File: config.mk
export PLATFORM = sky130hd
export DESIGN_NAME = hazard_unit_mc_flat
export DESIGN_NICKNAME = d
export VERILOG_FILES = /design/src/rtl/hazard_unit_mc_pkg.sv /design/src/rtl/hazard_unit_mc_if.sv /design/src/rtl/hazard_unit_mc_div_tracker.sv /design/src/rtl/hazard_unit_mc.sv /design/src/flat_wrapper.sv
export SDC_FILE = /design/constraint.sdc
export NUM_CORES = 1
export LEC_CHECK = 0
export ABC_AREA = 1
export CORE_AREA = 2 2 90 92
export DETAILED_ROUTE_END_ITERATION = 10
export DIE_AREA = 0 0 92 94
export GPL_ROUTABILITY_DRIVEN = 0
export PLACE_DENSITY_LB_ADDON = 0.25
export RECOVER_POWER = 50
export SYNTH_ARGS = -nofsm -noshare
export SYNTH_HDL_FRONTEND = slang
export SYNTH_SLANG_ARGS = --single-unit
File: constraint.sdc
create_clock -name clk -period 1.81 [get_ports clk]
set_input_delay 0.362 -clock clk [delete_from_list [all_inputs] [get_ports clk]]
set_output_delay 0.362 -clock clk [all_outputs]
set_load 0.01 [all_outputs]
File: src/rtl/hazard_unit_mc_pkg.sv
// Shared encodings for the multi-cycle MIPS hazard unit: forward selects,
// divider tracker states and syscall argument registers.
package mips_hazard_pkg;

  typedef enum logic [1:0] {
    FWD_NONE = 2'b00,
    FWD_W    = 2'b01,
    FWD_M    = 2'b10
  } fwd_e;

  typedef enum logic [1:0] {
    DIV_IDLE,
    DIV_BUSY,
    DIV_DONE
  } div_state_e;

  localparam int V0 = 2;
  localparam int A0 = 4;

endpackage

File: src/rtl/hazard_unit_mc_if.sv
// Pipeline-side signal bundle of the hazard unit; the datapath drives the
// master side and the hazard unit sits on the slave side.
interface hazard_unit_mc_if #(
  parameter int REG_W  = 5,
  parameter int PERF_W = 32
);
  logic [REG_W-1:0]  RsD, RtD;
  logic              BranchD, syscallD, MfOpInD, DivOpInD;
  logic [REG_W-1:0]  RsE, RtE, WriteRegE;
  logic              MemtoRegE, RegWriteE;
  logic [REG_W-1:0]  WriteRegM;
  logic              MemtoRegM, RegWriteM;
  logic [REG_W-1:0]  WriteRegW;
  logic              RegWriteW;
  logic              DivStartE;
  logic              StallF, StallD, FlushE;
  logic [1:0]        ForwardAE, ForwardBE;
  logic              DivBusy, HiLoWriteE;
  logic [PERF_W-1:0] StallCount;

  modport master (
    output RsD, RtD, BranchD, syscallD, MfOpInD, DivOpInD,
           RsE, RtE, WriteRegE, MemtoRegE, RegWriteE,
           WriteRegM, MemtoRegM, RegWriteM, WriteRegW, RegWriteW, DivStartE,
    input  StallF, StallD, FlushE, ForwardAE, ForwardBE,
           DivBusy, HiLoWriteE, StallCount
  );

  modport slave (
    input  RsD, RtD, BranchD, syscallD, MfOpInD, DivOpInD,
           RsE, RtE, WriteRegE, MemtoRegE, RegWriteE,
           WriteRegM, MemtoRegM, RegWriteM, WriteRegW, RegWriteW, DivStartE,
    output StallF, StallD, FlushE, ForwardAE, ForwardBE,
           DivBusy, HiLoWriteE, StallCount
  );
endinterface

File: src/rtl/hazard_unit_mc_div_tracker.sv
// Tracks the multi-cycle divider: DIV_LATENCY cycles from the start cycle to
// the single HI/LO write pulse, with DONE able to chain straight into BUSY.
module hazard_div_tracker
  import mips_hazard_pkg::*;
#(
  parameter int DIV_LATENCY = 8,
  parameter int CNT_W       = $clog2(DIV_LATENCY + 1)
) (
  input  logic clk,
  input  logic rst_n,
  input  logic div_start,
  output logic div_busy,
  output logic hilo_write
);

  localparam logic [CNT_W-1:0] LOAD_VAL = CNT_W'(DIV_LATENCY - 2);

  div_state_e       state_q, state_d;
  logic [CNT_W-1:0] cnt_q, cnt_d;

  // NOTE: registers use non-blocking assignments so every flop samples pre-edge values.
  always_ff @(posedge clk or negedge rst_n) begin
    if (!rst_n) begin
      state_q <= DIV_IDLE;
      cnt_q   <= '0;
    end else begin
      state_q <= state_d;
      cnt_q   <= cnt_d;
    end
  end

  // NOTE: every signal written here is defaulted first, so no path can infer a latch.
  always_comb begin
    state_d    = state_q;
    cnt_d      = cnt_q;
    hilo_write = 1'b0;
    unique case (state_q)
      DIV_IDLE: begin
        if (div_start) begin
          cnt_d   = LOAD_VAL;
          state_d = (LOAD_VAL == '0) ? DIV_DONE : DIV_BUSY;
        end
      end
      DIV_BUSY: begin
        // Start cycle plus LOAD_VAL busy cycles, then the DONE cycle.
        cnt_d = cnt_q - CNT_W'(1);
        if (cnt_d == '0) state_d = DIV_DONE;
      end
      DIV_DONE: begin
        hilo_write = 1'b1;
        if (div_start) begin
          cnt_d   = LOAD_VAL;
          state_d = (LOAD_VAL == '0) ? DIV_DONE : DIV_BUSY;
        end else begin
          state_d = DIV_IDLE;
        end
      end
      default: begin
        state_d = DIV_IDLE;
        cnt_d   = '0;
      end
    endcase
  end

  // Busy from the start cycle itself so a dependent mf/div in D stalls at once.
  assign div_busy = (state_q == DIV_BUSY) || ((state_q == DIV_IDLE) && div_start);

endmodule

File: src/rtl/hazard_unit_mc.sv
// Hazard unit for the 5-stage MIPS pipeline: forwarding, load-use/branch/
// syscall/HI-LO/divider stalls, divider tracking and a saturating stall counter.
module hazard_unit_mc
  import mips_hazard_pkg::*;
#(
  parameter int REG_W       = 5,
  parameter int DIV_LATENCY = 8,
  parameter int CNT_W       = $clog2(DIV_LATENCY + 1),
  parameter int PERF_W      = 32,
  parameter int V0_REG      = V0,
  parameter int A0_REG      = A0
) (
  input logic            clk,
  input logic            rst_n,
  hazard_unit_mc_if.slave hz
);

  localparam logic [REG_W-1:0] V0_R = REG_W'(V0_REG);
  localparam logic [REG_W-1:0] A0_R = REG_W'(A0_REG);

  function automatic fwd_e fwd_sel(input logic [REG_W-1:0] src,
                                   input logic [REG_W-1:0] dst_m, input logic wr_m,
                                   input logic [REG_W-1:0] dst_w, input logic wr_w);
    if (src != '0 && src == dst_m && wr_m)      return FWD_M;
    else if (src != '0 && src == dst_w && wr_w) return FWD_W;
    else                                        return FWD_NONE;
  endfunction

  function automatic logic is_sys_reg(input logic [REG_W-1:0] r, input logic wr);
    return wr && (r == V0_R || r == A0_R);
  endfunction

  logic div_busy, hilo_write;
  logic lw_stall, branch_stall, sys_stall, mf_stall, div_stall, any_stall;
  logic [PERF_W-1:0] stall_count_q, stall_count_d;

  hazard_div_tracker #(
    .DIV_LATENCY (DIV_LATENCY),
    .CNT_W       (CNT_W)
  ) u_div_tracker (
    .clk        (clk),
    .rst_n      (rst_n),
    .div_start  (hz.DivStartE),
    .div_busy   (div_busy),
    .hilo_write (hilo_write)
  );

  assign hz.ForwardAE = fwd_sel(hz.RsE, hz.WriteRegM, hz.RegWriteM, hz.WriteRegW, hz.RegWriteW);
  assign hz.ForwardBE = fwd_sel(hz.RtE, hz.WriteRegM, hz.RegWriteM, hz.WriteRegW, hz.RegWriteW);

  assign lw_stall = hz.MemtoRegE && (hz.RtE != '0) &&
                    ((hz.RsD == hz.RtE) || (hz.RtD == hz.RtE));

  // Branches resolve in D, so an ALU result in E or a load in M is still too late.
  assign branch_stall = hz.BranchD &&
      ((hz.RegWriteE && hz.WriteRegE != '0 &&
        (hz.WriteRegE == hz.RsD || hz.WriteRegE == hz.RtD)) ||
       (hz.MemtoRegM && hz.WriteRegM != '0 &&
        (hz.WriteRegM == hz.RsD || hz.WriteRegM == hz.RtD)));

  assign sys_stall = hz.syscallD &&
      (is_sys_reg(hz.WriteRegE, hz.RegWriteE) ||
       is_sys_reg(hz.WriteRegM, hz.RegWriteM) ||
       is_sys_reg(hz.WriteRegW, hz.RegWriteW) || div_busy);

  assign mf_stall  = hz.MfOpInD && (div_busy || hilo_write);
  assign div_stall = hz.DivOpInD && div_busy;
  assign any_stall = lw_stall || branch_stall || sys_stall || mf_stall || div_stall;

  assign hz.StallF     = any_stall;
  assign hz.StallD     = any_stall;
  assign hz.FlushE     = any_stall;
  assign hz.DivBusy    = div_busy;
  assign hz.HiLoWriteE = hilo_write;

  always_comb begin
    stall_count_d = stall_count_q;
    if (any_stall && (stall_count_q != '1)) stall_count_d = stall_count_q + PERF_W'(1);
  end

  always_ff @(posedge clk or negedge rst_n) begin
    if (!rst_n) stall_count_q <= '0;
    else        stall_count_q <= stall_count_d;
  end

  assign hz.StallCount = stall_count_q;

endmodule

File: src/flat_wrapper.sv
// flat-port wrapper written by rule: the top's interface ports become plain ports
module hazard_unit_mc_flat import mips_hazard_pkg::*;
#(
  parameter int REG_W       = 5,
  parameter int DIV_LATENCY = 8,
  parameter int CNT_W       = $clog2(DIV_LATENCY + 1),
  parameter int PERF_W      = 32,
  parameter int V0_REG      = V0,
  parameter int A0_REG      = A0
)
  (clk, rst_n, hz_RsD, hz_RtD, hz_BranchD, hz_syscallD, hz_MfOpInD, hz_DivOpInD, hz_RsE, hz_RtE, hz_WriteRegE, hz_MemtoRegE, hz_RegWriteE, hz_WriteRegM, hz_MemtoRegM, hz_RegWriteM, hz_WriteRegW, hz_RegWriteW, hz_DivStartE, hz_StallF, hz_StallD, hz_FlushE, hz_ForwardAE, hz_ForwardBE, hz_DivBusy, hz_HiLoWriteE, hz_StallCount);
  hazard_unit_mc_if #(.REG_W(REG_W), .PERF_W(PERF_W)) hz_i ();
  input logic clk;
  input logic rst_n;
  input wire logic [$bits(hz_i.RsD)-1:0] hz_RsD;
  input wire logic [$bits(hz_i.RtD)-1:0] hz_RtD;
  input wire logic [$bits(hz_i.BranchD)-1:0] hz_BranchD;
  input wire logic [$bits(hz_i.syscallD)-1:0] hz_syscallD;
  input wire logic [$bits(hz_i.MfOpInD)-1:0] hz_MfOpInD;
  input wire logic [$bits(hz_i.DivOpInD)-1:0] hz_DivOpInD;
  input wire logic [$bits(hz_i.RsE)-1:0] hz_RsE;
  input wire logic [$bits(hz_i.RtE)-1:0] hz_RtE;
  input wire logic [$bits(hz_i.WriteRegE)-1:0] hz_WriteRegE;
  input wire logic [$bits(hz_i.MemtoRegE)-1:0] hz_MemtoRegE;
  input wire logic [$bits(hz_i.RegWriteE)-1:0] hz_RegWriteE;
  input wire logic [$bits(hz_i.WriteRegM)-1:0] hz_WriteRegM;
  input wire logic [$bits(hz_i.MemtoRegM)-1:0] hz_MemtoRegM;
  input wire logic [$bits(hz_i.RegWriteM)-1:0] hz_RegWriteM;
  input wire logic [$bits(hz_i.WriteRegW)-1:0] hz_WriteRegW;
  input wire logic [$bits(hz_i.RegWriteW)-1:0] hz_RegWriteW;
  input wire logic [$bits(hz_i.DivStartE)-1:0] hz_DivStartE;
  output wire logic [$bits(hz_i.StallF)-1:0] hz_StallF;
  output wire logic [$bits(hz_i.StallD)-1:0] hz_StallD;
  output wire logic [$bits(hz_i.FlushE)-1:0] hz_FlushE;
  output wire logic [$bits(hz_i.ForwardAE)-1:0] hz_ForwardAE;
  output wire logic [$bits(hz_i.ForwardBE)-1:0] hz_ForwardBE;
  output wire logic [$bits(hz_i.DivBusy)-1:0] hz_DivBusy;
  output wire logic [$bits(hz_i.HiLoWriteE)-1:0] hz_HiLoWriteE;
  output wire logic [$bits(hz_i.StallCount)-1:0] hz_StallCount;
  assign hz_i.RsD = hz_RsD;
  assign hz_i.RtD = hz_RtD;
  assign hz_i.BranchD = hz_BranchD;
  assign hz_i.syscallD = hz_syscallD;
  assign hz_i.MfOpInD = hz_MfOpInD;
  assign hz_i.DivOpInD = hz_DivOpInD;
  assign hz_i.RsE = hz_RsE;
  assign hz_i.RtE = hz_RtE;
  assign hz_i.WriteRegE = hz_WriteRegE;
  assign hz_i.MemtoRegE = hz_MemtoRegE;
  assign hz_i.RegWriteE = hz_RegWriteE;
  assign hz_i.WriteRegM = hz_WriteRegM;
  assign hz_i.MemtoRegM = hz_MemtoRegM;
  assign hz_i.RegWriteM = hz_RegWriteM;
  assign hz_i.WriteRegW = hz_WriteRegW;
  assign hz_i.RegWriteW = hz_RegWriteW;
  assign hz_i.DivStartE = hz_DivStartE;
  assign hz_StallF = hz_i.StallF;
  assign hz_StallD = hz_i.StallD;
  assign hz_FlushE = hz_i.FlushE;
  assign hz_ForwardAE = hz_i.ForwardAE;
  assign hz_ForwardBE = hz_i.ForwardBE;
  assign hz_DivBusy = hz_i.DivBusy;
  assign hz_HiLoWriteE = hz_i.HiLoWriteE;
  assign hz_StallCount = hz_i.StallCount;
  hazard_unit_mc #(.REG_W(REG_W), .DIV_LATENCY(DIV_LATENCY), .CNT_W(CNT_W), .PERF_W(PERF_W), .V0_REG(V0_REG), .A0_REG(A0_REG)) u_core (.clk(clk), .rst_n(rst_n), .hz(hz_i));
endmodule
# Word level (Yosys, flattened, before mapping)
# Cells that the tools add are included.
[classes]
add_sub_neg = 2
eq_ne = 22
mux = 11
reduce_logical = 47
[op_table]
columns = ["cell", "n"]
rows = [
  ["$eq A5 B5 Y1", 10],
  ["$add A32 B1 Y32 const B", 1],
  ["$ne A32 B32 Y1 const B", 1],
  ["$logic_and A1 B1 Y1", 23],
  ["$reduce_bool A5 Y1", 4],
  ["$logic_or A1 B1 Y1", 16],
  ["$eq A5 B2 Y1 const B", 3],
  ["$eq A5 B3 Y1 const B", 3],
  ["$mux W2", 4],
  ["$pmux W4 S2", 1],
  ["$pmux W2 S3", 1],
  ["$logic_not A4 Y1", 1],
  ["$mux W1", 4],
  ["$mux W4", 1],
  ["$ne A2 B2 Y1 const B", 2],
  ["$sub A4 B1 Y4 const B", 1],
  ["$eq A2 B1 Y1 const B", 1],
  ["$eq A2 B2 Y1 const B", 1],
  ["$logic_not A2 Y1", 1],
  ["$ne A2 B1 Y1 const B", 1],
  ["$reduce_and A2 Y1", 1],
  ["$reduce_or A2 Y1", 1],
]
[totals]
reg_bits = 38
inputBits = 47
out_inout_bits = 41
wordCells = 85

# Longest topological paths before layout
# Gate-level depths: netlist of the first run.
[logic_depth]
ltp_word = 11
depth_mapped = 16
ltp_nobuf = 13

# By module
# From an unflattened synthesis of the first run, not the netlist that was laid out.
[unflattened]
cells_unflattened = 538
area_unflattened_um2 = 3383.2
[by_module_without_submodules]
columns = ["module", "n_inst", "cells_each", "area_each_um2", "seq_area_each_um2"]
rows = [
  ["hazard_unit_mc", 1, 496, 3066.7, 800.8],
  ["hazard_div_tracker", 1, 42, 316.6, 150.1],
]

# Worst setup path before layout of the first run
# OpenSTA, ideal clock, no wires.
[synth_timing]
path_kind = "input port to output port"
from = "in hz_RtE[2]"
to = "out hz_StallD"
t_arrival_ns = 1.464
t_required_ns = 1.448
slack_ns = -0.016
cell_stages = 13
n_path_buf = 3
cell_sequence = "clkbuf_2 inv_1 nand2_1 nand2_1 nor2_1 nand3_1 nand2_1 nand2_1 nand2_1 nor2_2 nand2_4 buf_2 buf_4"
[synth_via]
elab_chain_cells = 7
word_cells_on_any_way = 10
cone_classes = "2 x eq/ne; 8 x reduce/logical"
[synth_lines]
columns = ["item", "line", "source"]
rows = [
  ["start, declared", "flat_wrapper.sv:22", "input wire logic [$bits(hz_i.RtE)-1:0] hz_RtE;"],
  ["$eq A5 B5 Y1 or $reduce_bool A5 Y1 (tied branches)", "hazard_unit_mc.sv:52, hazard_unit_mc.sv:51", ""],
  ["$logic_or A1 B1 Y1 or $logic_and A1 B1 Y1 (tied branches)", "hazard_unit_mc.sv:52, hazard_unit_mc.sv:51", ""],
  ["$logic_and A1 B1 Y1 (*)", "hazard_unit_mc.sv:51", "assign lw_stall = hz.MemtoRegE && (hz.RtE != '0) &&"],
  ["$logic_or A1 B1 Y1 (*) (4 in series)", "hazard_unit_mc.sv:68", "assign any_stall = lw_stall || branch_stall || sys_stall || mf_stall || div_stall;"],
  ["end, declared", "flat_wrapper.sv:33", "output wire logic [$bits(hz_i.StallD)-1:0] hz_StallD;"],
]
# Every way passes the cells marked *; elsewhere a longest branch is shown, timed or not.

# Worst setup path after layout of the first run
[layout_timing]
from = "in hz_WriteRegE[3]"
to = "out hz_StallF"
[layout_via]
elab_chain_cells = 10
word_cells_on_any_way = 20
cone_classes = "4 x eq/ne; 16 x reduce/logical"
[layout_lines]
columns = ["item", "line", "source"]
rows = [
  ["start, declared", "flat_wrapper.sv:23", "input wire logic [$bits(hz_i.WriteRegE)-1:0] hz_WriteRegE;"],
  ["$eq A5 B2 Y1 or $eq A5 B3 Y1 (tied branches)", "hazard_unit_mc.sv:30", "return wr && (r == V0_R || r == A0_R);"],
  ["$logic_or A1 B1 Y1", "hazard_unit_mc.sv:30", ""],
  ["$logic_and A1 B1 Y1", "hazard_unit_mc.sv:30", ""],
  ["$logic_or A1 B1 Y1", "hazard_unit_mc.sv:62", "(is_sys_reg(hz.WriteRegE, hz.RegWriteE) ||"],
  ["$logic_or A1 B1 Y1", "hazard_unit_mc.sv:63", "is_sys_reg(hz.WriteRegM, hz.RegWriteM) ||"],
  ["$logic_or A1 B1 Y1", "hazard_unit_mc.sv:64", "is_sys_reg(hz.WriteRegW, hz.RegWriteW) || div_busy);"],
  ["$logic_and A1 B1 Y1", "hazard_unit_mc.sv:61", "assign sys_stall = hz.syscallD &&"],
  ["$logic_or A1 B1 Y1 (*) (3 in series)", "hazard_unit_mc.sv:68", ""],
  ["end, declared", "flat_wrapper.sv:32", "output wire logic [$bits(hz_i.StallF)-1:0] hz_StallF;"],
]
# Marks and branches as above.

==> flow_summary.toml, run 1 <==
[grt]
met3_usage_pct = 5.136
grtUsageMet2_pct = 44.85
antenna_found_initial = 0
grt_max_degree = 30
overflow = 0
busiest_layer = "met2"
grt_pass1_vias = 4063
track_usage_pct = 26.93
grt_util_met1_pct = 35.21
grt_pass1_wl_um = 18820

[logic_synthesis]
ys_warn_count = 0
netlist_area_sq_um = 3366
syn_avg_cell_area_sq_um = 6.279
synth_cells = 536
ys_types = 34
ys_seq_elements = 38
synthesis.nets = 586
synth_xor_area_share_pct = 10.93
synth_top_family_by_area = "simple AND/OR/NAND/NOR gates"
synthMuxAreaShare_pct = 0
synth_compound_area_share_pct = 4.238
yosys.area_share.simple_pct = 45.99
synth-adder-area-share_pct = 1.115
synth-seq-area-share_pct = 28.25

[worst_setup_path]
ff2ff_path_depth = 14
required_ns = 1.45
endpoint_kind = "output pin"
reg2reg_to = "u_core.hz.StallCount[5]"
regToRegSetupSlack_ns = 0.02
startpoint_type = "primary input"
cp-startpoint = "hz_WriteRegE[3]"
crit_type = "in -> out"
endpoint = "hz_StallF"
cp_max_fo = 6
cp.arrival_ns = 1.56
r2r_start = "u_core.u_div_tracker.state_q[0]"

[power]
p_int_w = 0.002347
p_sw_w = 0.001366
vdd_drop_max_mv = 0.7398
power.density_nw_per_um2 = 726.7
clockPowerShare_pct = 23.9
power_leakage_nw = 2.656
seq_power_share_pct = 29.9
switching_share_pct = 36.79
combPwrFrac_pct = 46.2

[cells_and_area]
area_growth_pct = 51.82
nFillCells = 625
diodes = 0
nets = 744
ff_latch_area_sq_um = 953.4
drive_above_1_share_pct = 25.61
final_area_sq_um = 5110
multi_input_area_sq_um = 2253

[sta]
tightest_slew_ns = 1.006
setup_viol = 32
finalCriticalPeriod_ns = 1.924
relSlewSlack_pct = 32.95
hold_violations = 0
slew_violations = 0
setup-tns-final_ns = -1.145
rsz0062_at_grt = "yes"
fin_ws_ns = -0.1138
finClkSkew_ns = 0.009189
post-route-period-util_pct = 106.3
fmax_mhz = 519.8

[drt]
ant_nets = 0
first_iter_violations = 330
dr.pass1.iters = 5
vias_per_cell = 5.202
vias = 4146
route.detailed.drc = 0
routed_wl_um = 11580
wl_per_cell_um = 14.53

[cts]
numCtsBuffers = 5
clock_latency_ns = 0.31
cts-root-buf = "clkbuf_8"
cts_tree = "yes"
cts.path.max_buffers = 2
htreeDepth = 2
path_clk_slew_ns = 0.08
cts.sinks = 38

[placement]
pre_cts_ws_ns = -0.8578
dpl-instance-area_sq_um = 4791
io_buffers = 87
hpwl_um = 8629

[floorplanning]
die_area_sq_um = 8648
start_util_pct = 44.24
io_pins = 88
placementRows = 32
dieWidth_um = 92
coreArea_sq_um = 7607
die_h_um = 94

[min_path]
hold_path.class = "in -> async"

[job]
maxCapViolations = 0

[run_status]
violations = "setup timing"
status = "complete, but fails checks"
==> registers in the layout, summed over array words and instances (netlist names) <==
signal	count
u_core.hz.StallCount	32
u_core.u_div_tracker.cnt_q	4
u_core.u_div_tracker.state_q	2
==> timing repair <==
action,CTS,global route
cloned,0,0
hold buffers,0,0
buffers inserted,8,4
resized for setup,157,67
endpoints found under the setup margin,42,43
pin swaps,30,17
==> layer usage <==
layer,up-vias,wire length (um)
li1,2017,-
met1,1900,4997
met2,188,5510
met3,41,729
met4,0,344
met5,-,0
==> cell usage after synthesis <==
library cell	count	area share, %
and3_1	1	0.19
nand2_1	206	23
nand2_4	1	0.33
o21ai_0	10	1.5
nor2_2	3	0.56
nor2_1	46	5.1
buf_2	5	0.74
nand3_1	54	8.0
nand3_2	4	1.2
clkbuf_2	1	0.15
nor3_1	17	2.5
inv_2	4	0.45
nand3b_1	2	0.45
clkbuf_1	1	0.11
ha_1	3	1.1
dfrtp_1	38	28
xor2_1	23	6.0
nor3_2	2	0.59
or3_1	1	0.19
nand2_2	1	0.19
buf_6	3	1.0
nand3_4	1	0.52
o21a_1	1	0.22
o21ai_1	1	0.15
o22ai_1	7	1.3
inv_1	57	6.4
nor2_4	1	0.33
a21oi_1	2	0.30
o2111ai_1	3	0.78
nor4_1	6	1.1
or2_2	2	0.37
xnor2_1	19	4.9
buf_4	3	0.67
nand4_1	7	1.3
==> power by group through the flow <==
stage,clock (W),combinational [W],sequential [W]
3_5_place_dp,0,0.00154,0.00112
3_3_place_gp,0,0.00151,0.00111
5_1_grt,0.000936,0.00189,0.00113
6_report,0.000888,0.00171,0.00111
4_1_cts,0.000892,0.00162,0.00111
2_1_floorplan,0,0.000800,0.00116
==> worst min-delay path by stage <==
stage                          endpoint  cells past startpoint  slack [ns]
2_1_floorplan   u_core.hz.StallCount[0]                      0        0.07
3_3_place_gp   u_core.hz.StallCount[10]                      1        0.33
3_5_place_dp   u_core.hz.StallCount[11]                      1        0.33
4_1_cts        u_core.hz.StallCount[11]                      1        0.01
5_1_grt        u_core.hz.StallCount[10]                      1        0.30
6_report       u_core.hz.StallCount[11]                      1        0.20
==> worst max-delay path: stages <==
cell,delay (ns)
clkdlybuf4s15_1,0.25
inv_1,0.11
nand2_1,0.07
nand2_1,0.05
nor2_1,0.09
nand3_1,0.08
nand2_1,0.07
nand2_1,0.08
nand2_1,0.08
nand2_2,0.06
nand2_4,0.12
buf_6,0.12
==> final cells by class <==
cell class / count / share of cell area [%]
clock buffers: 5 / 1.347
well taps: 102 / 2.498
flip-flops and latches: 38 / 18.66
multi-input cells: 424 / 44.10
inverters: 61 / 4.628
repair buffers: 164 / 27.42
clock inverters: 3 / 1.347
==> metrics by stage <==
step	total power, W	hold slack (ns)	utilization, %	cells
after global routing	0.003955	0.2953	67.17	797
after CTS	0.003624	0.01112	66.05	793
after global placement	0.002623	0.3287	62.98	777
after floorplan	0.001955	0.06641	-	536
final	0.003713	0.2044	67.17	797
after detailed placement	0.002660	0.3344	62.98	777
==> cell usage in the layout (no fill, tap or decap), types with 15 or more instances in the layout <==
| cell type | n |
|---|---|
| nor2_1 | 42 |
| nor3_1 | 16 |
| clkdlybuf4s50_1 | 35 |
| buf_4 | 67 |
| xor2_1 | 23 |
| inv_1 | 46 |
| nand2_1 | 199 |
| xnor2_1 | 18 |
| buf_6 | 15 |
| nand3_1 | 50 |
| clkbuf_2 | 15 |
| dfrtp_1 | 36 |
==> kinds of logic (layout without fill, tap and decap cells) <==
kind of cell / after synthesis / in the layout
and+or+nand+nor: 355 / 355
buffers and inverters: 74 / 233
xor gates and xnor gates: 42 / 42
DFF: 38 / 38
AOI/OAI and AO/OA: 24 / 24
adders and majority gates: 3 / 3
Note: power is estimated with default switching activity, not from simulation.
==> inputs of run 2 (changes only) <==
Settings changed: CAP_MARGIN from default to 30.
==> results of run 2 <==
The final DEF is identical to that of run 1; final timing and power are the same.
==> inputs of run 3 (changes only) <==
Settings changed: CORE_AREA 2 2 90 92 to 2 2 86 88, DIE_AREA 0 0 92 94 to 0 0 88 90.
Clock period 1.81 ns to 2.2 ns, I/O delays scaled along.
==> run 3 against run 2 <==
  * The flow now finishes without violations
  * Non-clock buffer count down 23
  * Core utilization up 0.68 points
  * Final cell count down 3.4%
  * Clock-buffer cell count up 2
  * Power down 30%
  * Design area down 6.8%
  * Critical path depth down 2
  * Via count down 4.3%
  * Sequential share of layout area up 1.3 points
  * Global-route usage up 0.11 points
  * Register-to-register slack better by 0.19 ns
==> flow_summary.toml, run 3 (same netlist as run 1, synthesis figures left out) <==
[run_status]
status = "finished, final reports clean"

[worst_setup_path]
slowest_stage = "clkdlybuf4s50_1"
crit_family = "buffers and inverters"
cp_num_buf_inv = 4
cp.arrival_ns = 1.68
slowest_delay_ns = 0.42
endpoint_kind = "output pin"
cp_max_fo = 4
required_ns = 1.76
crit_path_cell_trace = "clkdlybuf4s50_1, inv_1, nand2_2, nand2_2, inv_2, nor2_1, nor2_1, nor2_2, nand2_4, buf_6"
crit_type = "in -> out"
startpoint_type = "primary input"

[placement]
pre_cts_ws_ns = -0.5911
io_buffers = 87
hpwl_um = 8103
dp_cells = 758
dpl-instance-area_sq_um = 4633

[cts]
cts-root-buf = "clkbuf_8"
numCtsBuffers = 5
ctsHoldBuffers = 0
cts.sinks = 38
path_clk_slew_ns = 0.07
htreeDepth = 2
cts_tree = "yes"
cts.path.max_buffers = 2
clock_latency_ns = 0.29

[job]
maxCapViolations = 0

[floorplanning]
io_pins = 88
placementRows = 31
coreArea_sq_um = 7020
die_h_um = 90
start_util_pct = 47.94
dieWidth_um = 88
die_area_sq_um = 7920

[cells_and_area]
diodes = 0
nFillCells = 627
drive_above_1_share_pct = 16.39
area_growth_pct = 41.52
layout_common_cells = "202 x nand2_1, 54 x nand3_1, 49 x inv_1, 49 x buf_4, 46 x nor2_1"
final_common_cell = "nand2_1"
final_area_sq_um = 4763
largest_reg_flops = 32
nets = 721
fin_cells = 770

[drt]
vias = 3968
route.detailed.drc = 0
wl_per_cell_um = 13.64
dr.pass1.iters = 6
vias_per_cell = 5.153
ant_nets = 0
routed_wl_um = 10500
first_iter_violations = 168

[sta]
tightest_slew_ns = 0.9128
relSlewSlack_pct = 39.14
fin_ws_ns = 0.08461
finalCriticalPeriod_ns = 2.115
hold_violations = 0
finClkSkew_ns = 0.003409
fmax_mhz = 472.7
post-route-period-util_pct = 96.15
setup_viol = 0
slew_violations = 0

[grt]
grt_pass1_vias = 3839
track_usage_pct = 27.04
overflow = 0
grt_max_degree = 39
grt_pass1_wl_um = 17270
antenna_found_initial = 0

[power]
finalPower_w = 0.002581
power.density_nw_per_um2 = 541.9
power_leakage_nw = 2.533
vdd_drop_max_mv = 0.6628

[min_path]
hold_path.class = "in -> async"
run 3: path summary, 6_finish.rpt:
kind	start	to	slack, ns	cells after the start
max	hz_DivStartE	hz_FlushE	0.08	10
min	rst_n	u_core.hz.StallCount[11]	0.28	1
max reg2reg	u_core.hz.StallCount[0]	u_core.hz.StallCount[11]	0.21	10
min reg2reg	u_core.u_div_tracker.state_q[0]	u_core.u_div_tracker.state_q[0]	0.51	1
max in group asynchronous	rst_n	u_core.u_div_tracker.cnt_q[2]	1.36	1
min in group clk	u_core.u_div_tracker.state_q[0]	u_core.u_div_tracker.state_q[0]	0.51	1
run 3: power breakdown:
group | total [W] | switching [W] | internal, W
Combinational | 0.00123 | 0.000673 | 0.000555
Sequential | 0.000912 | 0.000106 | 0.000806
Clock | 0.000441 | 0.000223 | 0.000218
Total | 0.00258 | 0.00100 | 0.00158
run 3: metal layers:
| metal | global-route usage (%) | share of wire (%) | routed length (um) | vias to the layer above |
|---|---|---|---|---|
| met5 | 0 | 0 | 0 | - |
| met4 | 15.13 | 4.8 | 509 | 0 |
| met1 | 33.26 | 41 | 4303 | 1785 |
| met2 | 44.44 | 48 | 4994 | 175 |
| li1 | - | - | - | 1967 |
| met3 | 3.949 | 6.6 | 692 | 41 |
run 3: cell type report:
type	count	area (sq um)	area share, %
multi-input combinational	424	2158	45.31
sequential	38	950.9	19.96
inverter	61	229.0	4.807
timing repair buffer	141	1225	25.72
clock buffer	7	76.32	1.602
tap	99	123.9	2.600
run 3: repair_timing:
action,4_1_cts,5_1_grt
resized for setup,79,38
pin swaps,9,12
buffers inserted,1,4
endpoints found under the setup margin,37,36
run 3: metrics by stage:
step           util, %   TNS (ns)  hold slack (ns)
3_5_place_dp     66.00     -19.14           0.5069
6_report         67.85          0           0.2756
3_3_place_gp     66.00     -16.21           0.4892
4_1_cts          66.80  -0.006713           0.2688
5_1_grt          67.85   -0.04246           0.3581
2_1_floorplan        -          0           0.1444
